$ cat config.mk
export PLATFORM = sky130hd
export DESIGN_NAME = hc165_scan_reader
export DESIGN_NICKNAME = d
export VERILOG_FILES = /design/src/rtl/hc165_scan_reader.sv
export SDC_FILE = /design/constraint.sdc
export NUM_CORES = 1
export LEC_CHECK = 0
export BUFFER_PORTS_ARGS = -buffer_cell sky130_fd_sc_hd__buf_2
export CORE_MARGIN = 2
export CORE_UTILIZATION = 30
export CTS_CLUSTER_SIZE = 12
export DETAILED_ROUTE_END_ITERATION = 8
export RECOVER_POWER = 100
export SYNTH_ARGS = -nofsm -noshare
export SYNTH_HDL_FRONTEND = slang
export SYNTH_SLANG_ARGS = --single-unit
$ cat constraint.sdc
create_clock -name i_clk -period 2.55 [get_ports i_clk]
set_input_delay 0.255 -clock i_clk [delete_from_list [all_inputs] [get_ports i_clk]]
set_output_delay 0.255 -clock i_clk [all_outputs]
set_load 0.005 [all_outputs]
$ cat src/rtl/hc165_scan_reader.sv
// 74HC165 chain scanner: parallel load, shift 8*N_DEV bits, publish with a one-cycle o_valid.
// Latency (16*N_DEV+1)*CLK_DIV+1 cycles, no backpressure; HC165_DEBOUNCE_EN publishes only on two equal frames.
module hc165_scan_reader #(
   parameter int N_DEV   = 1,
   parameter int CLK_DIV = 4
) (
   input  logic               i_clk,
   input  logic               i_rst_n,
   input  logic               i_scan_en,
   input  logic               i_QH,
   output logic               o_SH_LD_n,
   output logic               o_CLK,
   output logic               o_CLK_INH,
   output logic [8*N_DEV-1:0] o_data,
   output logic               o_valid,
   output logic               o_busy
);

   localparam int W     = 8 * N_DEV;
   localparam int DIV_W = (CLK_DIV > 1) ? $clog2(CLK_DIV) : 1;
   localparam int BIT_W = $clog2(W);
   localparam logic [DIV_W-1:0] DIV_LAST = DIV_W'(CLK_DIV - 1);
   localparam logic [BIT_W-1:0] BIT_LAST = BIT_W'(W - 1);

   typedef enum logic [2:0] {
      IDLE,
      LOAD,
      SETTLE,
      LOW,
      HIGH,
      DONE
   } state_t;

   state_t           state;
   state_t           state_nxt;
   logic [DIV_W-1:0] div_cnt;
   logic [DIV_W-1:0] div_cnt_nxt;
   logic [BIT_W-1:0] bit_cnt;
   logic [BIT_W-1:0] bit_cnt_nxt;
   logic [W-2:0]     shift_q;
   logic [W-1:0]     frame;
   logic             phase_end;
   logic             publish;

   // The bit being sampled now completes the frame, so DONE can publish it directly.
   assign frame     = {shift_q, i_QH};
   assign phase_end = (div_cnt == DIV_LAST);

   always_comb begin
      state_nxt   = state;
      div_cnt_nxt = div_cnt;
      bit_cnt_nxt = bit_cnt;
      case (state)
         IDLE: begin
            div_cnt_nxt = '0;
            if (i_scan_en) state_nxt = LOAD;
         end
         LOAD: begin
            div_cnt_nxt = div_cnt + DIV_W'(1);
            if (phase_end) begin
               div_cnt_nxt = '0;
               state_nxt   = SETTLE;
            end
         end
         SETTLE: begin
            div_cnt_nxt = div_cnt + DIV_W'(1);
            if (phase_end) begin
               div_cnt_nxt = '0;
               bit_cnt_nxt = '0;
               state_nxt   = LOW;
            end
         end
         LOW: begin
            div_cnt_nxt = div_cnt + DIV_W'(1);
            if (phase_end) begin
               div_cnt_nxt = '0;
               state_nxt   = (bit_cnt == BIT_LAST) ? DONE : HIGH;
            end
         end
         HIGH: begin
            div_cnt_nxt = div_cnt + DIV_W'(1);
            if (phase_end) begin
               div_cnt_nxt = '0;
               bit_cnt_nxt = bit_cnt + BIT_W'(1);
               state_nxt   = LOW;
            end
         end
         DONE: begin
            state_nxt = IDLE;
         end
         default: begin
            state_nxt = IDLE;
         end
      endcase
   end

`ifdef HC165_DEBOUNCE_EN
   logic [W-1:0] raw_q;
   logic         raw_vld;

   assign publish = raw_vld && (frame == raw_q);

   always_ff @(posedge i_clk or negedge i_rst_n) begin
      if (!i_rst_n) begin
         raw_q   <= '0;
         raw_vld <= 1'b0;
      end else if (state_nxt == DONE) begin
         raw_q   <= frame;
         raw_vld <= 1'b1;
      end
   end
`else
   assign publish = 1'b1;
`endif

   // Outputs are registered from the next state so they line up with the state they describe.
   always_ff @(posedge i_clk or negedge i_rst_n) begin
      if (!i_rst_n) begin
         state     <= IDLE;
         div_cnt   <= '0;
         bit_cnt   <= '0;
         shift_q   <= '0;
         o_SH_LD_n <= 1'b1;
         o_CLK     <= 1'b0;
         o_CLK_INH <= 1'b1;
         o_data    <= '0;
         o_valid   <= 1'b0;
         o_busy    <= 1'b0;
      end else begin
         state     <= state_nxt;
         div_cnt   <= div_cnt_nxt;
         bit_cnt   <= bit_cnt_nxt;
         if ((state == LOW) && phase_end) shift_q <= frame[W-2:0];
         o_SH_LD_n <= (state_nxt != LOAD);
         o_CLK     <= (state_nxt == HIGH);
         o_CLK_INH <= (state_nxt == IDLE);
         o_busy    <= (state_nxt != IDLE);
         o_valid   <= (state_nxt == DONE) && publish;
         if ((state_nxt == DONE) && publish) o_data <= frame;
      end
   end

endmodule

==> impl_results.rst <==
.. list-table::
   :header-rows: 1

   * - Metric
     - Value
   * - Mapped Nets
     - between 100 and 150
   * - Clock Sink Count
     - 28
   * - Slowest stage cell on the critical path
     - sky130_fd_sc_hd__dfrtp_1
   * - Horiz. Die Dim
     - between 70 and 80 um
   * - Met2 Resource Use GR
     - between 10% and 20%
   * - DRT Pass-1 Iters
     - 4
   * - Antenna diode count
     - 0
   * - Clock Skews
     - ~0.0042 ns
   * - Global-route wire length before repair
     - between 3000 and 4000 um
   * - Std-Cell Rows
     - 24
   * - Post-CTS setup-driven buffer insertion count
     - 0
   * - Avg Inst Size Synth
     - between 10 and 15 sq um
   * - Number of enable-type register cells in the synthesized netlist
     - 0
   * - Post-CTS resize count
     - 0
   * - Kind of launch point of the worst setup path
     - flip-flop
   * - Number of max-slew violations in the final report
     - 0
   * - Pin count of the biggest net entering global routing
     - 29
   * - Class of the tightest hold or removal check
     - in -> reg
   * - Maximum frequency from static timing analysis
     - 548 MHz
   * - Switching share of power
     - between 10% and 20%
   * - Global routing's busiest layer
     - met2
   * - P&R area growth vs syn
     - 7.85%
   * - Count of routing violations after the opening detailed-route iteration
     - 64
   * - Leakage power
     - ~0.64 nW
   * - Flops & latches, synth
     - 28
   * - Total standard cell area after synthesis
     - roughly 0.0013 sq mm
   * - Met3 Use GR
     - 3.32%
   * - Worst rel slew slack
     - between 4 and 5%
   * - TritonCTS clock tree
     - yes
   * - Via count of the first global-routing pass
     - 846
   * - Int Power
     - ~0.00059 W
   * - Final net count
     - about 120
   * - Setup WS pre-CTS
     - around 0.7 ns
   * - FF/Latch Area
     - about 700 sq um
   * - Unrepaired setup endpoints after global routing
     - no
   * - Area of the core
     - 0.00429 sq mm
   * - Layout Cells excl Fill
     - 167
   * - Arrival time at the worst endpoint
     - roughly 2.0 ns
   * - Placed instance count
     - approximately 160
   * - GP Congestion
     - approximately 0.7
   * - Vias per cell
     - ~4.7
   * - Total GRT Usage
     - just under 10%
   * - Inserted Clock Buffers
     - 3
   * - Number of placed I/O pins
     - 17
   * - Number of hold-repair buffers added at the cts stage
     - 0
   * - Part of the total power dissipated in sequential elements
     - 61.2%
   * - Kind of capture point of the worst setup path
     - flip-flop
   * - Clock insertion delay at the later pin of the skew report
     - 0.27 ns
   * - Total number of vias
     - 787
   * - Status
     - complete, no violations
   * - Max Buffers Root-to-Sink
     - 2
   * - Combinational cell fraction of total power
     - 2.1%
   * - PwrDens
     - between 500 and 600 mW/mm^2
   * - Fill cell instance count of the final layout
     - ~440
   * - Initial cell density of the core
     - roughly 30%
   * - Clock edge transition at the registers on the reported setup and hold paths
     - 0.09 ns
   * - H-tree lvl count
     - 1
   * - Critical path type
     - reg -> reg
   * - Switching pwr
     - roughly 0.00015 W
   * - Number of maximum-capacitance violations
     - 0
   * - Final hold violation count
     - 0
   * - Final worst-path cycle share
     - between 70 and 80%
   * - Y dimension of the die
     - between 70 and 80 um
   * - Proportion of synthesized chip area in sequential cells
     - 53.1%
   * - Slew at the pin with the worst max-slew slack
     - roughly 1.4 ns
   * - Reg2reg setup slack
     - just over 0.7 ns
   * - Minimum clock period
     - roughly 1.8 ns
   * - Total Routed Length
     - around 2300 um
   * - Clock power share
     - between 30% and 40%
   * - Top FF cell, synth
     - sky130_fd_sc_hd__dfrtp_1
   * - Share of final-layout standard cells stronger than drive strength 1
     - 20.0%
   * - HPWL after detailed placement
     - roughly 1600 um
   * - Met1 usage in global routing
     - about an eighth
   * - Cell count after synthesis
     - 100
   * - List of cells traversed by the critical path
     - ha_1 > nand4b_4 > nor2b_4 > mux2_1
   * - Number of antenna violations at the first check in global routing
     - 0
   * - Worst Setup Slack, final
     - 0.726 ns
   * - WL per Instance
     - around 13 um
   * - Yosys Warn Count
     - 0
   * - Full die area
     - slightly below 0.005 sq mm
   * - Crit path max fanout
     - 10
   * - I/O Buffers
     - 16
   * - Peak supply drop
     - about 0.00021 V
   * - Post-route DRC violation count
     - 0
   * - Worst Path Required
     - 2.71 ns
   * - Grt total ovfl
     - 0
   * - Footprint of the multi-input gates
     - 527 sq um
   * - Synth cell types
     - 35
   * - Tightest hold margin
     - 0.236 ns
   * - ANT nets after route
     - 0
   * - Clock tree root driver cell
     - sky130_fd_sc_hd__clkbuf_8
   * - Total negative setup slack
     - 0 ns
   * - Final setup violating endpoints
     - 0
   * - Slowest cell delay on critical path
     - 0.42 ns
   * - Fraction of synthesis flops using an asynchronous set or reset pin
     - 100%
==> Yosys cell counts (2+ instances only) <==
library cell / count / area [sq um]
sky130_fd_sc_hd__dfrtp_1: 26 / 651
sky130_fd_sc_hd__mux2_4: 8 / 120
sky130_fd_sc_hd__mux2_2: 7 / 78.8
sky130_fd_sc_hd__nand2_1: 6 / 22.5
sky130_fd_sc_hd__a21oi_1: 4 / 20.0
sky130_fd_sc_hd__ha_1: 4 / 50.1
sky130_fd_sc_hd__o21ai_0: 4 / 20.0
sky130_fd_sc_hd__mux2i_1: 3 / 30.0
sky130_fd_sc_hd__nand3_1: 3 / 15.0
sky130_fd_sc_hd__nor2_1: 3 / 11.3
sky130_fd_sc_hd__and2b_1: 2 / 15.0
sky130_fd_sc_hd__buf_4: 2 / 15.0
sky130_fd_sc_hd__dfstp_2: 2 / 52.6
sky130_fd_sc_hd__nand2b_1: 2 / 12.5
sky130_fd_sc_hd__o211ai_1: 2 / 15.0
sky130_fd_sc_hd__o22ai_1: 2 / 12.5
sky130_fd_sc_hd__or2_1: 2 / 12.5
==> layout by cell type (no fill, tap or decap), drive strengths merged, types with 3 or more instances in the layout <==
cell | synthesis | final
dfrtp | 26 | 26
mux2 | 15 | 15
clkbuf | 1 | 12
buf | 4 | 8
nand2 | 6 | 6
a21oi | 4 | 4
nor2 | 4 | 4
o21ai | 4 | 4
ha | 4 | 4
mux2i | 3 | 3
nand3 | 3 | 3
==> cells by family after synthesis <==
| family | after synthesis | share of synthesized area, % |
|---|---|---|
| buffers and inverters | 7 | 4.35 |
| XOR/XNOR | 1 | 0.662 |
| adder cells (fa/ha/maj) | 4 | 3.78 |
| AND/OR/NAND/NOR | 25 | 12.5 |
| AO/OA/AOI/OAI | 17 | 8.32 |
| flip-flops | 28 | 53.1 |
| multiplexers | 18 | 17.3 |
==> layout make-up <==
type | count | area share (%)
sequential | 28 | 49.3
inverter | 2 | 0.526
timing repair buffer | 16 | 4.91
multi-input combinational | 65 | 36.9
tap | 52 | 4.56
clock buffer | 4 | 3.86
==> metal layers <==
layer	vias to the layer above	wire, um
met3	0	119
li1	384	-
met4	0	0
met2	17	1030
met5	-	0
met1	386	1110
==> power by group through the flow <==
stage	Sequential (W)	Combinational, W	Clock, W
floorplan	0.000460	0.00000477	0
global placement	0.000461	0.0000164	0
detailed placement	0.000461	0.0000174	0
CTS	0.000452	0.0000174	0.000277
global route	0.000453	0.0000190	0.000300
finish	0.000452	0.0000157	0.000270
==> sequential cells by signal (all words and copies together) (netlist names) <==
name	cells
state	3
o_SH_LD_n	1
o_data	8
bit_cnt	3
o_valid	1
shift_q	7
o_busy	1
o_CLK_INH	1
o_CLK	1
div_cnt	2
==> path summary, 6_finish.rpt <==
path / startpoint / end / depth (start not counted)
max: div_cnt[0]$_DFFE_PN0P_ / o_data[6]$_DFFE_PN0N_ / 4
min: i_QH / o_data[0]$_DFFE_PN0N_ / 2
max reg2reg: div_cnt[0]$_DFFE_PN0P_ / o_data[6]$_DFFE_PN0N_ / 4
min reg2reg: o_data[4]$_DFFE_PN0N_ / o_data[4]$_DFFE_PN0N_ / 1
max in group asynchronous: i_rst_n / o_data[2]$_DFFE_PN0N_ / 1
min in group asynchronous: i_rst_n / o_data[5]$_DFFE_PN0N_ / 1
==> stage by stage <==
| step | utilization [%] | cell area [sq um] | power [W] |
|---|---|---|---|
| 6_report | 33.2 | 1430 | 0.000738 |
| 5_1_grt | 33.2 | 1430 | 0.000772 |
| 4_1_cts | 34.3 | 1470 | 0.000747 |
| 3_5_place_dp | 33.0 | 1420 | 0.000478 |
| 3_3_place_gp | 33.0 | 1420 | 0.000477 |
| 2_1_floorplan | - | 1320 | 0.000465 |
==> critical path: cells and delay by family (launching register included) <==
kind,cells,cell delay [ns]
and+or+nand+nor,2,0.55
DFF,1,0.42
adders and majority gates,1,0.37
muxes,1,0.36
No activity file was read; power rests on OpenSTA's default activity.
